==> config.mk <==
export PLATFORM = sky130hd
export DESIGN_NAME = ov7670_sccb_config_flat
export DESIGN_NICKNAME = d
export VERILOG_FILES = /design/src/rtl/ov7670_sccb_config_if.sv /design/src/rtl/ov7670_sccb_config.sv /design/src/flat_wrapper.sv
export SDC_FILE = /design/constraint.sdc
export NUM_CORES = 1
export LEC_CHECK = 0
export CAP_MARGIN = 10
export CORE_AREA = 2 2 94 96
export CTS_CLUSTER_DIAMETER = 200
export CTS_CLUSTER_SIZE = 14
export DETAILED_ROUTE_END_ITERATION = 6
export DIE_AREA = 0 0 96 98
export PLACE_DENSITY_LB_ADDON = 0.08
export SLEW_MARGIN = 20
export SYNTH_ARGS = -nofsm -noshare
export SYNTH_HDL_FRONTEND = slang
export SYNTH_SLANG_ARGS = --single-unit
==> constraint.sdc <==
create_clock -name clk -period 4.15 [get_ports clk]
set_clock_uncertainty 0.05 [all_clocks]
set_input_delay 0.83 -clock clk [delete_from_list [all_inputs] [get_ports clk]]
set_output_delay 0.83 -clock clk [all_outputs]
set_load 0.02 [all_outputs]
==> src/rtl/ov7670_sccb_config_if.sv <==
// Write-request handshake between the config sequencer (master) and the SCCB
// write engine (slave): one {id, addr, data_wr} transfer per start_tx pulse.
interface ov7670_sccb_config_if;
  logic       start_tx;
  logic       ready;
  logic       finish_tx;
  logic [6:0] id;
  logic [7:0] addr;
  logic [7:0] data_wr;

  modport master (output start_tx, id, addr, data_wr, input ready, finish_tx);
  modport slave  (input start_tx, id, addr, data_wr, output ready, finish_tx);
endinterface

==> src/rtl/ov7670_sccb_config.sv <==
// OV7670 register-init sequencer: walks a {reg_addr, reg_data} table and issues
// one SCCB write per entry, honouring inline delay entries and an end marker.
module ov7670_sccb_config #(
  parameter logic        c_on         = 1'b1,
  parameter int unsigned c_autostart  = 1,
  parameter logic [6:0]  c_id         = 7'h21,
  parameter int unsigned c_nb_rom     = 8,
  parameter int unsigned c_ms_cycles  = 100000,
  parameter int unsigned c_nb_ms      = 17,
  parameter int unsigned c_timeout    = 200000,
  parameter logic [7:0]  c_delay_code = 8'hF0,
  parameter logic [15:0] c_end_word   = 16'hFFFF
) (
  input  logic                        clk,
  input  logic                        rst,
  input  logic                        start_cfg,
  ov7670_sccb_config_if.master        sccb,
  output logic [c_nb_rom-1:0]         rom_addr,
  input  logic [15:0]                 rom_data,
  output logic                        cfg_busy,
  output logic                        cfg_done,
  output logic                        cfg_err
);

  localparam int unsigned w_ms = (c_ms_cycles > 1) ? $clog2(c_ms_cycles) : 1;
  localparam int unsigned w_to = (c_timeout > 1) ? $clog2(c_timeout) : 1;
  localparam logic [w_ms-1:0] ms_last = w_ms'(c_ms_cycles - 1);
  localparam logic [w_to-1:0] to_last = w_to'(c_timeout - 1);

  typedef enum logic [2:0] {
    s_idle, s_fetch, s_decode, s_send, s_wait_tx, s_delay, s_next, s_done
  } state_t;

  state_t                state, state_nxt;
  logic                  start_q, auto_q, start_lvl, start_evt;
  logic                  start_tx, start_tx_nxt;
  logic [7:0]            addr, addr_nxt, data_wr, data_nxt;
  logic [c_nb_rom-1:0]   rom_addr_nxt;
  logic                  busy_nxt, done_nxt, err_nxt;
  logic [c_nb_ms-1:0]    unit_cnt, unit_nxt;
  logic [w_ms-1:0]       ms_cnt, ms_nxt;
  logic [w_to-1:0]       to_cnt, to_nxt;

  assign sccb.id       = c_id;
  assign sccb.start_tx = start_tx;
  assign sccb.addr     = addr;
  assign sccb.data_wr  = data_wr;

  // auto_q stands in for a start edge on the first cycle out of reset
  assign start_lvl = (start_cfg == c_on);
  assign start_evt = (start_lvl & ~start_q) | auto_q;

  always_ff @(posedge clk or posedge rst) begin
    if (rst) begin
      state    <= s_idle;
      start_q  <= 1'b0;
      auto_q   <= 1'(c_autostart != 0);
      start_tx <= 1'b0;
      addr     <= '0;
      data_wr  <= '0;
      rom_addr <= '0;
      cfg_busy <= 1'b0;
      cfg_done <= 1'b0;
      cfg_err  <= 1'b0;
      unit_cnt <= '0;
      ms_cnt   <= '0;
      to_cnt   <= '0;
    end else begin
      state    <= state_nxt;
      start_q  <= start_lvl;
      auto_q   <= 1'b0;
      start_tx <= start_tx_nxt;
      addr     <= addr_nxt;
      data_wr  <= data_nxt;
      rom_addr <= rom_addr_nxt;
      cfg_busy <= busy_nxt;
      cfg_done <= done_nxt;
      cfg_err  <= err_nxt;
      unit_cnt <= unit_nxt;
      ms_cnt   <= ms_nxt;
      to_cnt   <= to_nxt;
    end
  end

  always_comb begin
    state_nxt    = state;
    start_tx_nxt = 1'b0;
    addr_nxt     = addr;
    data_nxt     = data_wr;
    rom_addr_nxt = rom_addr;
    done_nxt     = cfg_done;
    err_nxt      = cfg_err;
    unit_nxt     = unit_cnt;
    ms_nxt       = ms_cnt;
    to_nxt       = to_cnt;
    busy_nxt     = 1'b0;

    unique case (state)
      s_idle: begin
        if (start_evt) begin
          state_nxt    = s_fetch;
          rom_addr_nxt = '0;
          done_nxt     = 1'b0;
          err_nxt      = 1'b0;
        end
      end
      s_fetch: state_nxt = s_decode;
      s_decode: begin
        if (rom_data == c_end_word) begin
          state_nxt = s_done;
        end else if (rom_data[15:8] == c_delay_code) begin
          unit_nxt  = c_nb_ms'(rom_data[7:0]);
          ms_nxt    = '0;
          state_nxt = (rom_data[7:0] == 8'd0) ? s_next : s_delay;
        end else begin
          addr_nxt  = rom_data[15:8];
          data_nxt  = rom_data[7:0];
          state_nxt = s_send;
        end
      end
      s_send: begin
        if (sccb.ready) begin
          start_tx_nxt = 1'b1;
          to_nxt       = '0;
          state_nxt    = s_wait_tx;
        end
      end
      s_wait_tx: begin
        if (sccb.finish_tx) begin
          state_nxt = s_next;
        end else if (to_cnt == to_last) begin
          err_nxt   = 1'b1;
          state_nxt = s_done;
        end else begin
          to_nxt = to_cnt + 1'b1;
        end
      end
      // ms_cnt wraps once per delay unit; leave after the last unit expires
      s_delay: begin
        if (ms_cnt == ms_last) begin
          ms_nxt   = '0;
          unit_nxt = unit_cnt - 1'b1;
          if (unit_cnt == c_nb_ms'(1)) state_nxt = s_next;
        end else begin
          ms_nxt = ms_cnt + 1'b1;
        end
      end
      s_next: begin
        if (&rom_addr) begin
          state_nxt = s_done;
        end else begin
          rom_addr_nxt = rom_addr + 1'b1;
          state_nxt    = s_fetch;
        end
      end
      s_done:  state_nxt = s_idle;
      default: state_nxt = s_idle;
    endcase

    if (state_nxt == s_done) done_nxt = 1'b1;
    busy_nxt = !(state_nxt inside {s_idle, s_done});
  end

endmodule

==> src/flat_wrapper.sv <==
// flat-port wrapper written by rule: the top's interface ports become plain ports
module ov7670_sccb_config_flat 
#(
  parameter logic        c_on         = 1'b1,
  parameter int unsigned c_autostart  = 1,
  parameter logic [6:0]  c_id         = 7'h21,
  parameter int unsigned c_nb_rom     = 8,
  parameter int unsigned c_ms_cycles  = 100000,
  parameter int unsigned c_nb_ms      = 17,
  parameter int unsigned c_timeout    = 200000,
  parameter logic [7:0]  c_delay_code = 8'hF0,
  parameter logic [15:0] c_end_word   = 16'hFFFF
)
  (clk, rst, start_cfg, rom_addr, rom_data, cfg_busy, cfg_done, cfg_err, sccb_start_tx, sccb_id, sccb_addr, sccb_data_wr, sccb_ready, sccb_finish_tx);
  ov7670_sccb_config_if sccb_i ();
  input  logic clk;
  input  logic rst;
  input  logic start_cfg;
  output logic [c_nb_rom-1:0] rom_addr;
  input  logic [15:0] rom_data;
  output logic cfg_busy;
  output logic cfg_done;
  output logic cfg_err;
  output wire logic [$bits(sccb_i.start_tx)-1:0] sccb_start_tx;
  output wire logic [$bits(sccb_i.id)-1:0] sccb_id;
  output wire logic [$bits(sccb_i.addr)-1:0] sccb_addr;
  output wire logic [$bits(sccb_i.data_wr)-1:0] sccb_data_wr;
  input wire logic [$bits(sccb_i.ready)-1:0] sccb_ready;
  input wire logic [$bits(sccb_i.finish_tx)-1:0] sccb_finish_tx;
  assign sccb_start_tx = sccb_i.start_tx;
  assign sccb_id = sccb_i.id;
  assign sccb_addr = sccb_i.addr;
  assign sccb_data_wr = sccb_i.data_wr;
  assign sccb_i.ready = sccb_ready;
  assign sccb_i.finish_tx = sccb_finish_tx;
  ov7670_sccb_config #(.c_on(c_on), .c_autostart(c_autostart), .c_id(c_id), .c_nb_rom(c_nb_rom), .c_ms_cycles(c_ms_cycles), .c_nb_ms(c_nb_ms), .c_timeout(c_timeout), .c_delay_code(c_delay_code), .c_end_word(c_end_word)) u_core (.clk(clk), .rst(rst), .start_cfg(start_cfg), .sccb(sccb_i), .rom_addr(rom_addr), .rom_data(rom_data), .cfg_busy(cfg_busy), .cfg_done(cfg_done), .cfg_err(cfg_err));
endmodule
==> key figures <==
Timing
  • Peak Freq: around 0.33 GHz
  • Endpoints failing setup: 0
  • Fin crit share: 72.9%
  • Final hold violation count: 0
  • Max-slew violations: 0
  • Setup TNS: 0 ns
  • Slew of the pin with the lowest slew margin: approximately 0.90 ns
  • RSZ-0062 raised after global routing: no
  • Final min period: roughly 3.0 ns
  • Max transition margin: between 30% and 40%

Clock network
  • Max Root-Sink Buffers: 2
  • Clock Latency Late Sink: ~0.35 ns
  • Num CTS Buffers: 9
  • CTS Hold Buffers Added: 0
  • Clock sinks: 85
  • Clk slew on worst S/H paths: 0.09 ns
  • Post-CTS Setup Bufs: 0
  • CTS H-tree depth: 3
  • CTS tree: yes
  • Root buf cell: clkbuf_8
  • Post-CTS sizing: 0

Placement
  • Placed inst area: between 5000 and 6000 um2
  • GPL Wtd Cong: ~0.82
  • Inst Count DP: between 600 and 700
  • I/O Buffers: between 40 and 50
  • Post-DP HPWL: 6.71 mm

Power
  • VDD IR-drop max: approximately 0.36 mV
  • Sw Share: about two fifths
  • Share of total power in the clock network: 18.0%
  • Leak: between 2 and 2.5 nW
  • Switching power total: about 0.0012 W
  • Part of the power in registers: roughly 45%
  • P per Cell Area: 591 nW/um2
  • Internal cell power: around 0.0019 W
  • Logic pwr share: 37.5%
  • Final Power: between 0.003 and 0.004 W

Critical path
  • WP data required: approximately 4.3 ns
  • Crit path capture type: register
  • Maximum cell stage delay along the critical path: between 0.4 and 0.5 ns
  • Worst setup SP type: input pin
  • WP data arrival: 3.19 ns
  • Critical-path cell list: clkdlybuf4s50_1 > nor4_1 > a31oi_2 > a21oi_2 > buf_4 > nand4_1 > xor2_1 > nor2_1
  • Setup CP Type: in2reg
  • Critical path's slowest cell: clkdlybuf4s50_1
  • Buf+Inv Stages, Crit Path: 2
  • CP max FO: 18
  • Cell family with most CP delay: compound AO/OA/AOI/OAI gates

Die
  • Initial Util: about 54%
  • Die area: roughly 9400 um2
  • Number of cell rows: 34
  • Die width: 96 um
  • IO Pins: 56
  • Die height: 98 um
  • Core Area: 8470 um2

Logic synthesis
  • Post-synth EDFFs: 0
  • Synthesized area per cell: around 9.5 um2
  • Netlist cell types: 58
  • Synthesized instance count: 478
  • Syn Std Cell Area: between 4000 and 5000 um2
  • Predominant post-synthesis flop cell: dfrtp_1
  • Post-synth ARST share: 100%
  • Number of synthesized register bits: 85
  • Yosys warning count: 0
  • Seq/Total Area, Yosys: 46.9%

GRT
  • Initial antenna violation count: 0
  • Number of global-route vias before repair: 3394
  • First-pass GRT wire length: 16.1 mm
  • Largest net degree at the start of global routing: 45
  • Total global routing track utilization: 21.4%
  • GRT Residual Overflow: 0

Final layout
  • Layout cells sized above 1: a little under a tenth
  • Cell area after layout: approximately 5300 um2
  • Core Util, Final: about 62%
  • Antenna diode instance count: 0
  • Area Overhead vs Synth: 15.8%
  • Final #Nets: ~550
  • Final cell count without fillers: 633

Drt
  • Detailed-route wire length: a little under 10 mm
  • Via Count: 3652
  • DRT iter0 DRCs: around 160
  • Routed len/inst: ~15 um
  • Detailed-router iteration count before antenna repair: 5
  • DRC viols: 0
  • Final ANT Viol Nets: 0
  • Routed vias/inst: 5.77

Flow run
  • Max-Cap Viols: 0

Min path
  • Worst hold-check path type: reg2reg

Status
  • Outcome: finished clean
-- final timing paths --
kind	cells past startpoint	slack [ns]	to	start
max	8	1.12	u_core.unit_cnt[16]$_DFFE_PP0P_	rom_data[8]
min	1	0.46	u_core.sccb.addr[4]$_DFFE_PP0P_	u_core.sccb.addr[4]$_DFFE_PP0P_
max reg2reg	5	1.40	u_core.unit_cnt[0]$_DFFE_PP0P_	u_core.state[1]$_DFF_PP0_
min reg2reg	1	0.46	u_core.sccb.addr[4]$_DFFE_PP0P_	u_core.sccb.addr[4]$_DFFE_PP0P_
max in group asynchronous	3	2.51	u_core.sccb.data_wr[0]$_DFFE_PP0P_	rst
min in group asynchronous	2	0.87	u_core.unit_cnt[11]$_DFFE_PP0P_	rst
-- cell usage after synthesis (2+ instances only) --
library cell	count	area [um2]
mux2_2	17	191
nand3b_1	2	15.0
and4_1	3	26.3
ha_1	5	62.6
o21ai_0	43	215
and2_1	2	12.5
nor2b_1	10	62.6
or4_1	2	15.0
o41ai_1	3	26.3
nand2_1	35	131
dfrtp_1	84	2100
and3_1	8	50.1
a31oi_1	5	31.3
conb_1	2	7.51
a22o_1	3	26.3
a21o_1	2	15.0
nor3b_1	3	22.5
nor2_1	49	184
inv_1	13	48.8
nor4_1	13	81.3
buf_2	6	30.0
o31ai_1	11	82.6
buf_4	9	67.6
nand2b_1	3	18.8
xor2_1	9	78.8
nor3b_2	2	25.0
and4b_1	2	20.0
nor4b_1	4	35.0
nor3_1	12	60.1
o211ai_1	2	15.0
clkbuf_1	8	30.0
xnor2_1	19	166
nor4bb_1	2	20.0
or2_2	2	12.5
nand3_1	28	140
a21oi_1	16	80.1
nand4_1	15	93.8
nor3_2	2	20.0
or3_1	3	18.8
-- per-layer routing --
layer / part of all wire (%) / routed length (um) / track usage (%)
met2: 48 / 4590 / 34.0
met5: 0 / 0 / 0
met3: 3.0 / 289 / 3.09
met4: 1.5 / 140 / 6.81
met1: 48 / 4610 / 30.2
-- final cells by class --
cell class              count  area (um2)
repair buffers             51         515
fillers                   726        3210
flip-flops and latches     85        2130
multi-input cells         361        2240
clock inverters             3        18.8
inverters                  13        50.0
clock buffers              12         165
well taps                 108         135
-- registers in the layout (all words and copies together) (netlist names) --
signal / count
u_core.to_cnt: 18
u_core.cfg_err: 1
u_core.cfg_busy: 1
u_core.auto_q: 1
u_core.ms_cnt: 17
u_core.sccb.data_wr: 8
u_core.cfg_done: 1
u_core.unit_cnt: 17
u_core.rom_addr: 8
u_core.start_q: 1
u_core.state: 3
u_core.sccb.addr: 8
u_core.sccb.start_tx: 1
-- cells in the final DEF, fill, tap and decap left out, types with 8 or more instances in the layout --
cell | Yosys | layout
a21oi_1 | 16 | 16
and3_1 | 8 | 8
clkbuf_8 | 0 | 12
clkdlybuf4s50_1 | 0 | 48
conb_1 | 2 | 8
dfrtp_1 | 84 | 84
inv_1 | 13 | 12
mux2_2 | 17 | 17
nand2_1 | 35 | 35
nand3_1 | 28 | 28
nand4_1 | 15 | 15
nor2_1 | 49 | 49
nor2b_1 | 10 | 10
nor3_1 | 12 | 12
nor4_1 | 13 | 13
o21ai_0 | 43 | 43
o31ai_1 | 11 | 11
xnor2_1 | 19 | 19
xor2_1 | 9 | 9
-- metrics by stage --
step	setup slack [ns]	hold slack, ns
3_3_place_gp	0.844	0.438
5_1_grt	0.923	0.481
3_5_place_dp	0.800	0.445
6_report	1.12	0.457
4_1_cts	1.17	0.465
2_1_floorplan	1.08	0.424
-- worst register-to-register path, stage by stage (launching register included) --
cell and delay [ns]:
dfrtp_1 0.58, and3b_1 0.44, a31oi_2 0.80, a21oi_2 0.18
buf_4 0.23, a311o_1 0.35
-- kinds of logic (layout without fill, tap and decap cells) --
group | Yosys count | count (layout) | synth area share (%)
buffers and inverters | 38 | 79 | 4.21
AOI/OAI and AO/OA | 96 | 96 | 13.3
adders and majority gates | 5 | 5 | 1.38
other | 2 | 8 | 0.165
and+or+nand+nor | 206 | 206 | 24.3
DFF | 85 | 85 | 46.9
xor gates and xnor gates | 28 | 28 | 5.40
muxes | 18 | 18 | 4.44
-- power groups by stage --
stage	clock [W]	combinational (W)	sequential (W)
CTS	0.000575	0.00117	0.00138
floorplan	0	0.000728	0.00142
detailed placement	0	0.00117	0.00139
global placement	0	0.00114	0.00138
finish	0.000560	0.00117	0.00138
global route	0.000605	0.00129	0.00142
No activity file was read; power rests on OpenSTA's default activity.
